--- src/rtl/alu_gates_if.sv ---
// Operand/result bundle for the bitwise logic unit: operands and op come in,
// combinational gate outputs and the registered result go out.
interface alu_gates_if #(
    parameter int WIDTH = 32
);
    logic [WIDTH-1:0] a;
    logic [WIDTH-1:0] b;
    logic [1:0]       op;
    logic             in_valid;
    logic [WIDTH-1:0] and_out;
    logic [WIDTH-1:0] or_out;
    logic [WIDTH-1:0] nor_out;
    logic [WIDTH-1:0] result;
    logic             zero;
    logic             out_valid;

    modport master (
        output a, b, op, in_valid,
        input  and_out, or_out, nor_out, result, zero, out_valid
    );

    modport slave (
        input  a, b, op, in_valid,
        output and_out, or_out, nor_out, result, zero, out_valid
    );
endinterface

--- src/rtl/alu_gates.sv ---
// Bitwise logic unit: zero-latency AND/OR/NOR for the result mux, plus a
// one-cycle registered op-selected result with zero flag for writeback.
module alu_gates #(
    parameter int WIDTH = 32
) (
    input  logic        clk,
    input  logic        reset,
    alu_gates_if.slave  bus
);
    localparam logic [1:0] OP_AND = 2'b00;
    localparam logic [1:0] OP_OR  = 2'b01;
    localparam logic [1:0] OP_NOR = 2'b10;

    logic [WIDTH-1:0] w_sel;
    logic             w_zero_next;
    logic [WIDTH-1:0] r_result;
    logic             r_zero;
    logic             r_out_valid;

    // The reserved op yields all zeros, so it also raises the zero flag.
    function automatic logic [WIDTH-1:0] f_select(
        input logic [1:0]       op,
        input logic [WIDTH-1:0] a,
        input logic [WIDTH-1:0] b
    );
        logic [WIDTH-1:0] v;
        case (op)
            OP_AND:  v = a & b;
            OP_OR:   v = a | b;
            OP_NOR:  v = ~(a | b);
            default: v = {WIDTH{1'b0}};
        endcase
        return v;
    endfunction

    assign bus.and_out = bus.a & bus.b;
    assign bus.or_out  = bus.a | bus.b;
    assign bus.nor_out = ~(bus.a | bus.b);

    // Select the op result and derive its zero flag for capture.
    always_comb begin
        w_sel       = f_select(bus.op, bus.a, bus.b);
        w_zero_next = (w_sel == {WIDTH{1'b0}});
    end

    // Registered path: reset wins over a same-edge beat; idle cycles hold data.
    always_ff @(posedge clk) begin
        if (reset) begin
            r_result    <= {WIDTH{1'b0}};
            r_zero      <= 1'b1;
            r_out_valid <= 1'b0;
        end else if (bus.in_valid) begin
            r_result    <= w_sel;
            r_zero      <= w_zero_next;
            r_out_valid <= 1'b1;
        end else begin
            r_out_valid <= 1'b0;
        end
    end

    assign bus.result    = r_result;
    assign bus.zero      = r_zero;
    assign bus.out_valid = r_out_valid;
endmodule

--- src/flat_wrapper.sv ---
// flat-port wrapper written by rule: the top's interface ports become plain ports
module alu_gates_flat 
#(
    parameter int WIDTH = 32
)
  (clk, reset, bus_a, bus_b, bus_op, bus_in_valid, bus_and_out, bus_or_out, bus_nor_out, bus_result, bus_zero, bus_out_valid);
  alu_gates_if #(.WIDTH(WIDTH)) bus_i ();
  input  logic clk;
  input  logic reset;
  input wire logic [$bits(bus_i.a)-1:0] bus_a;
  input wire logic [$bits(bus_i.b)-1:0] bus_b;
  input wire logic [$bits(bus_i.op)-1:0] bus_op;
  input wire logic [$bits(bus_i.in_valid)-1:0] bus_in_valid;
  output wire logic [$bits(bus_i.and_out)-1:0] bus_and_out;
  output wire logic [$bits(bus_i.or_out)-1:0] bus_or_out;
  output wire logic [$bits(bus_i.nor_out)-1:0] bus_nor_out;
  output wire logic [$bits(bus_i.result)-1:0] bus_result;
  output wire logic [$bits(bus_i.zero)-1:0] bus_zero;
  output wire logic [$bits(bus_i.out_valid)-1:0] bus_out_valid;
  assign bus_i.a = bus_a;
  assign bus_i.b = bus_b;
  assign bus_i.op = bus_op;
  assign bus_i.in_valid = bus_in_valid;
  assign bus_and_out = bus_i.and_out;
  assign bus_or_out = bus_i.or_out;
  assign bus_nor_out = bus_i.nor_out;
  assign bus_result = bus_i.result;
  assign bus_zero = bus_i.zero;
  assign bus_out_valid = bus_i.out_valid;
  alu_gates #(.WIDTH(WIDTH)) u_core (.clk(clk), .reset(reset), .bus(bus_i));
endmodule
--- config.mk ---
export PLATFORM = sky130hd
export DESIGN_NAME = alu_gates_flat
export DESIGN_NICKNAME = d
export VERILOG_FILES = /design/src/rtl/alu_gates_if.sv /design/src/rtl/alu_gates.sv /design/src/flat_wrapper.sv
export SDC_FILE = /design/constraint.sdc
export NUM_CORES = 1
export LEC_CHECK = 0
export CORE_ASPECT_RATIO = 1.2
export CORE_UTILIZATION = 30
export DETAILED_ROUTE_END_ITERATION = 12
export PLACE_DENSITY = 0.77
export SKIP_LAST_GASP = 1
export SLEW_MARGIN = 20
export SYNTH_ARGS = -nofsm -noshare
export SYNTH_HDL_FRONTEND = slang
export SYNTH_SLANG_ARGS = --single-unit
--- constraint.sdc ---
create_clock -name clk -period 1.75 [get_ports clk]
set_input_delay 0.175 -clock clk [delete_from_list [all_inputs] [get_ports clk]]
set_output_delay 0.175 -clock clk [all_outputs]
set_load 0.005 [all_outputs]
# Yosys cells after proc, flatten, opt, wreduce, memory -nomap -nowiden
# Cells that the tools add are included.
dict set report op_classes {
  eq_ne 2
  mux 2
  n_bitwise 3
  reduce_logical 2
}
# cell n
set ops {}
lappend ops {{case mux 32 bit (3 select lines)} 1}
lappend ops {{bitwise AND 32 bit} 1}
lappend ops {{logical NOT 32 bit} 1}
lappend ops {{NOT 32 bit} 1}
lappend ops {{OR 32 bit} 1}
lappend ops {{== test 2 x 1 -> 1 bit (second input constant)} 1}
lappend ops {{== test 2 bit (second input constant)} 1}
lappend ops {{logical NOT 2 bit} 1}
lappend ops {{2-to-1 mux 1 bit} 1}
dict set report totals {
  register_bits 34
  in_bits 69
  output_inout_bits 130
  wordCells 12
}

# Longest topological paths before layout
dict set report depth {
  ltp_word 4
  depth_mapped 7
  depth_no_buf 6
}

# Worst setup path after synthesis
# No wires, ideal clock.
dict set report synth_timing {
  path_kind {input -> register}
  from {input port bus_op[0]}
  to {register u_core.r_zero, in the netlist u_core.bus.zero}
  setup_time_ns 0.096
  arrival_ns 1.661
  t_required_ns 1.654
  path_slack_ns -0.007
  cell_stages 6
  path_buffers 1
  path_cell_list {buf_2 > maj3_2 > a221o_1 > nor4_1 > o211ai_1 > o41ai_2}
}
dict set report synth_between {
  elab_chain_len 3
  word_cells_on_any_way 5
  classes_between {2 x eq/ne; 1 x mux; 2 x reduce/logical}
}
# item line_no
set synth_lines {}
lappend synth_lines {{from (decl)} flat_wrapper.sv:12} ;# input wire logic [$bits(bus_i.op)-1:0] bus_op;
lappend synth_lines {{== test 2 bit (tied with other cells)} alu_gates.sv:27} ;# case (op)
lappend synth_lines {{case mux 32 bit (3 select lines) *} alu_gates.sv:27}
lappend synth_lines {{logical NOT 32 bit *} alu_gates.sv:43} ;# w_zero_next = (w_sel == {WIDTH{1'b0}});
lappend synth_lines {{to (signal assigned)} alu_gates.sv:54} ;# r_zero <= w_zero_next;
lappend synth_lines {{to (decl)} alu_gates.sv:17} ;# logic r_zero;
# Mark *: on every way between the ends. The rest lies on a longest branch, timed or not.
# A chain may end at the register's enable or synchronous reset.

# Worst setup path in the final report
dict set report layout_timing {
  from {input port bus_a[20]}
  to {register u_core.r_zero, in the netlist u_core.bus.zero}
}
dict set report layout_between {
  elab_chain_len 4
  word_cells_on_any_way 5
  classes_between {1 x mux; 3 x bitwise; 1 x reduce/logical}
}
# item line_no
set layout_lines {}
lappend layout_lines {{from (decl)} flat_wrapper.sv:10} ;# input wire logic [$bits(bus_i.a)-1:0] bus_a;
lappend layout_lines {{OR 32 bit} {alu_gates.sv:29, alu_gates.sv:30}}
lappend layout_lines {{NOT 32 bit} alu_gates.sv:30} ;# OP_NOR: v = ~(a | b);
lappend layout_lines {{case mux 32 bit (3 select lines) *} alu_gates.sv:27}
lappend layout_lines {{logical NOT 32 bit *} alu_gates.sv:43}
# Marks and branches as above.

==> flow_summary.toml <==
[power_and_ir_drop]
power.combinational.fraction_pct = 43.4
leakage_nw = 2.49
power_per_cell_area_nw_per_um2 = 502
switching_power_mw = 0.812
cellInternalPower_mw = 2.03
max-vdd-ir-drop_mv = 0.268
power.share.sequential_pct = 30.0
power.share.switching_pct = 28.6
share_clk_of_total_power_pct = 26.6

[floorplan]
fp.dieH_um = 102
std_cell_rows = 35
dieArea_um2 = 8630
coreArea_um2 = 7840
pin_count = 199
floorplan.initialDensity_pct = 31.6
die_w_um = 85.0

[route]
via_per_inst = 5.16
route.final.wire_length_um = 12000
wire_per_inst_um = 16.5
remaining_antenna_violation_count = 0
detailedRoute.firstIterationViolations = 165
num_vias = 3753
drcViolationCount = 13
detail_route.first_pass.iterations = 8

[synthesis]
count_of_flip_flops_with_a_built_in_enable_after_synthesis = 0
ys_seq_elements = 34
synth-seq-area-share_pct = 27.5
mappedNetlistArea_um2 = 2480
synthesis.area_per_instance_um2 = 7.40
synth_fp_nets = 404
yosys.cell_types.count = 39
ys_dominant_reg_cell = "sky130_fd_sc_hd__dfxtp_1"
async_flop_share_pct = 0
postSynthCellCount = 335
yosysWarningCount = 0

[global_route]
groute.layer.met2.usage_pct = 50.9
wire_length_of_the_first_global_routing_pass_um = 18200
gr-max-usage-layer = "met2"
gr-usage-met1_pct = 28.7
groute.usage.overall_pct = 26.6
remaining_overflow_grt = 0
antenna_found_initial = 0
grt.met3_usage_pct = 5.95
pin_count_of_the_biggest_net_entering_global_routing = 35
grt_pass1_vias = 3794

[setup_path]
start_kind = "primary input"
critical_path.reg2reg.endpoint = "u_core.bus.zero"
reg2regPathDepth = 2
cp-end-kind = "flip-flop"
ff2ff_setup_slack_ps = 1010
timing.critical_path.arrival_ps = 1950
worst_ep_required_time_ps = 1940
highest_net_fanout_along_the_worst_path = 2
r2r-start = "u_core.bus.zero"
timing_worst_setup_path_type = "in -> reg"

[sta]
max_slew_margin_pct = 72.5
final_period_minus_worst_setup_slack_ps = 1760
timing_hold_violations_final = 0
fmax_mhz = 569
final_period_util_pct = 100
final.setup_skew_ps = 0
setup_slack_after_layout_ps = -8.71
timing.final.max_slew_violations = 0
worst-slew-pin-transition_ps = 413
grt_setup_unrepaired = "yes"
fin_worst_hold_slack_ps = 412
timing.final.setup_violations = 1

[outcome]
status = "finished with violations"
failing_checks = "design-rule violations, negative setup slack"

[clock_network]
clock_latency_ps = 280
max-clock-path-buffers = 2
clkSlewWorstSetupHoldPaths_ps = 80
cts.htree.levels = 2
clock-sinks = 34
numCtsBuffers = 5
cts_tree = "done"
clock-root-buffer = "sky130_fd_sc_hd__clkbuf_8"

[final_layout]
final_layout_size_suffix_gt1_share_pct = 26.1
syn2layout_area_growth_pct = 128
num-fill-cells = 602
layout.cell_area.non_filler_um2 = 5660
antenna_cells = 0
layoutNonFillerInstCount = 727
num-nets-final = 704

[place]
post_dp_cell_area_um2 = 5350
post-place-cells = 716
placement.io_buffers = 198
place_congestion = 0.865
post-dp-hpwl_um = 9000

[worst_hold_path]
holdCritStartpoint = "bus_b[6]"
whs_endpoint = "u_core.bus.result[6]"
worstHoldPathType = "in -> reg"
hold-path-cell-count = 4

[job]
cap_violations = 0
layout by cell type (no fill, tap or decap), drive strengths merged, types with 7 or more instances in the layout:
cell type      count
and2              33
maj3              32
buf              123
nor3              31
nor4               7
dlymetal6s2s      15
nor2              64
inv               35
a221oi            28
dfxtp             34
clkdlybuf4s50    170
kinds of logic (layout without fill, tap and decap cells):
family	Yosys count	after routing	synth area share, %
AOI/OAI and AO/OA	56	56	18.7
DFF	34	34	27.5
buffers and inverters	57	357	8.68
adders and majority gates	32	32	13.0
and+or+nand+nor	153	153	31.0
muxes	3	3	1.21
metrics by stage:
stage          TNS, ps  total power [mW]  util (%)  setup WS [ps]
4_1_cts           -116              2.81      69.9           -116
5_1_grt           -101              2.99      72.2          -88.4
3_3_place_gp      -632              2.02      68.3           -511
6_report         -8.71              2.84      72.2          -8.71
2_1_floorplan        0              1.23         -           10.8
3_5_place_dp     -1060              2.04      68.3           -593
cell type report:
cell class	instances	area, um2	share of cell area, %
Clock buffer	6	82.6	1.46
Multi-Input combinational cell	244	1730	30.6
Sequential cell	34	681	12.0
Timing Repair Buffer	315	2890	51.1
Tap cell	92	115	2.03
Clock inverter	1	30.0	0.530
Inverter	35	131	2.32
registers in the layout, indices dropped and copies added (netlist names):
signal / count
u_core.bus.out_valid: 1
u_core.bus.result: 32
u_core.bus.zero: 1
power groups by stage:
stage	logic, mW	registers [mW]	clock network, mW
floorplan	0.358	0.874	0
finish	1.23	0.854	0.756
global placement	1.16	0.869	0
detailed placement	1.17	0.870	0
CTS	1.18	0.853	0.769
global route	1.32	0.860	0.811
how the worst max path moves through the flow:
stage | from | endpoint | slack (ps) | cells after the start
final | bus_a[20] | u_core.bus.zero | -9 | 7
after global routing | bus_a[6] | u_core.bus.zero | -90 | 6
after CTS | bus_b[9] | u_core.bus.zero | -120 | 6
after detailed placement | bus_op[1] | u_core.bus.zero | -590 | 5
after global placement | bus_op[1] | u_core.bus.zero | -510 | 5
after floorplan | bus_a[28] | u_core.bus.zero | 10 | 5
critical path, cell delays in order:
cell                              delay, ps
sky130_fd_sc_hd__clkdlybuf4s50_1        420
sky130_fd_sc_hd__or2_1                  260
sky130_fd_sc_hd__buf_4                  140
sky130_fd_sc_hd__o31a_1                 260
sky130_fd_sc_hd__o2bb2ai_2              200
sky130_fd_sc_hd__o211ai_1               130
sky130_fd_sc_hd__o41ai_2                360
cells in the mapped netlist (3+ instances only):
cell type                   n  area [um2]
sky130_fd_sc_hd__nor2_1    64         240
sky130_fd_sc_hd__dfxtp_1   34         681
sky130_fd_sc_hd__and2_1    32         200
sky130_fd_sc_hd__inv_1     31         116
sky130_fd_sc_hd__maj3_1    31         310
sky130_fd_sc_hd__nor3_1    31         155
sky130_fd_sc_hd__a221oi_1  28         245
sky130_fd_sc_hd__clkbuf_1  18        67.6
sky130_fd_sc_hd__nor4_1     7        43.8
sky130_fd_sc_hd__a21oi_1    6        30.0
sky130_fd_sc_hd__or4_1      6        45.0
sky130_fd_sc_hd__or2_1      5        31.3
sky130_fd_sc_hd__inv_2      4        15.0
sky130_fd_sc_hd__a22o_1     3        26.3
sky130_fd_sc_hd__buf_1      3        11.3
sky130_fd_sc_hd__mux2i_1    3        30.0
sky130_fd_sc_hd__o22ai_1    3        18.8
routing by layer:
metal  wire [um]  vias up
li1            -     1807
met1        4600     1736
met2        6170      188
met3         946       22
met4         278        0
met5           0        -
timing repair:
item / in CTS / in global routing
hold buffers: 0 / 0
endpoints found under the setup margin: 10 / 18
pin swaps: 12 / 15
gates resized for setup: 38 / 45
buffers inserted: 1 / 3
(Power assumes the default switching activity.)
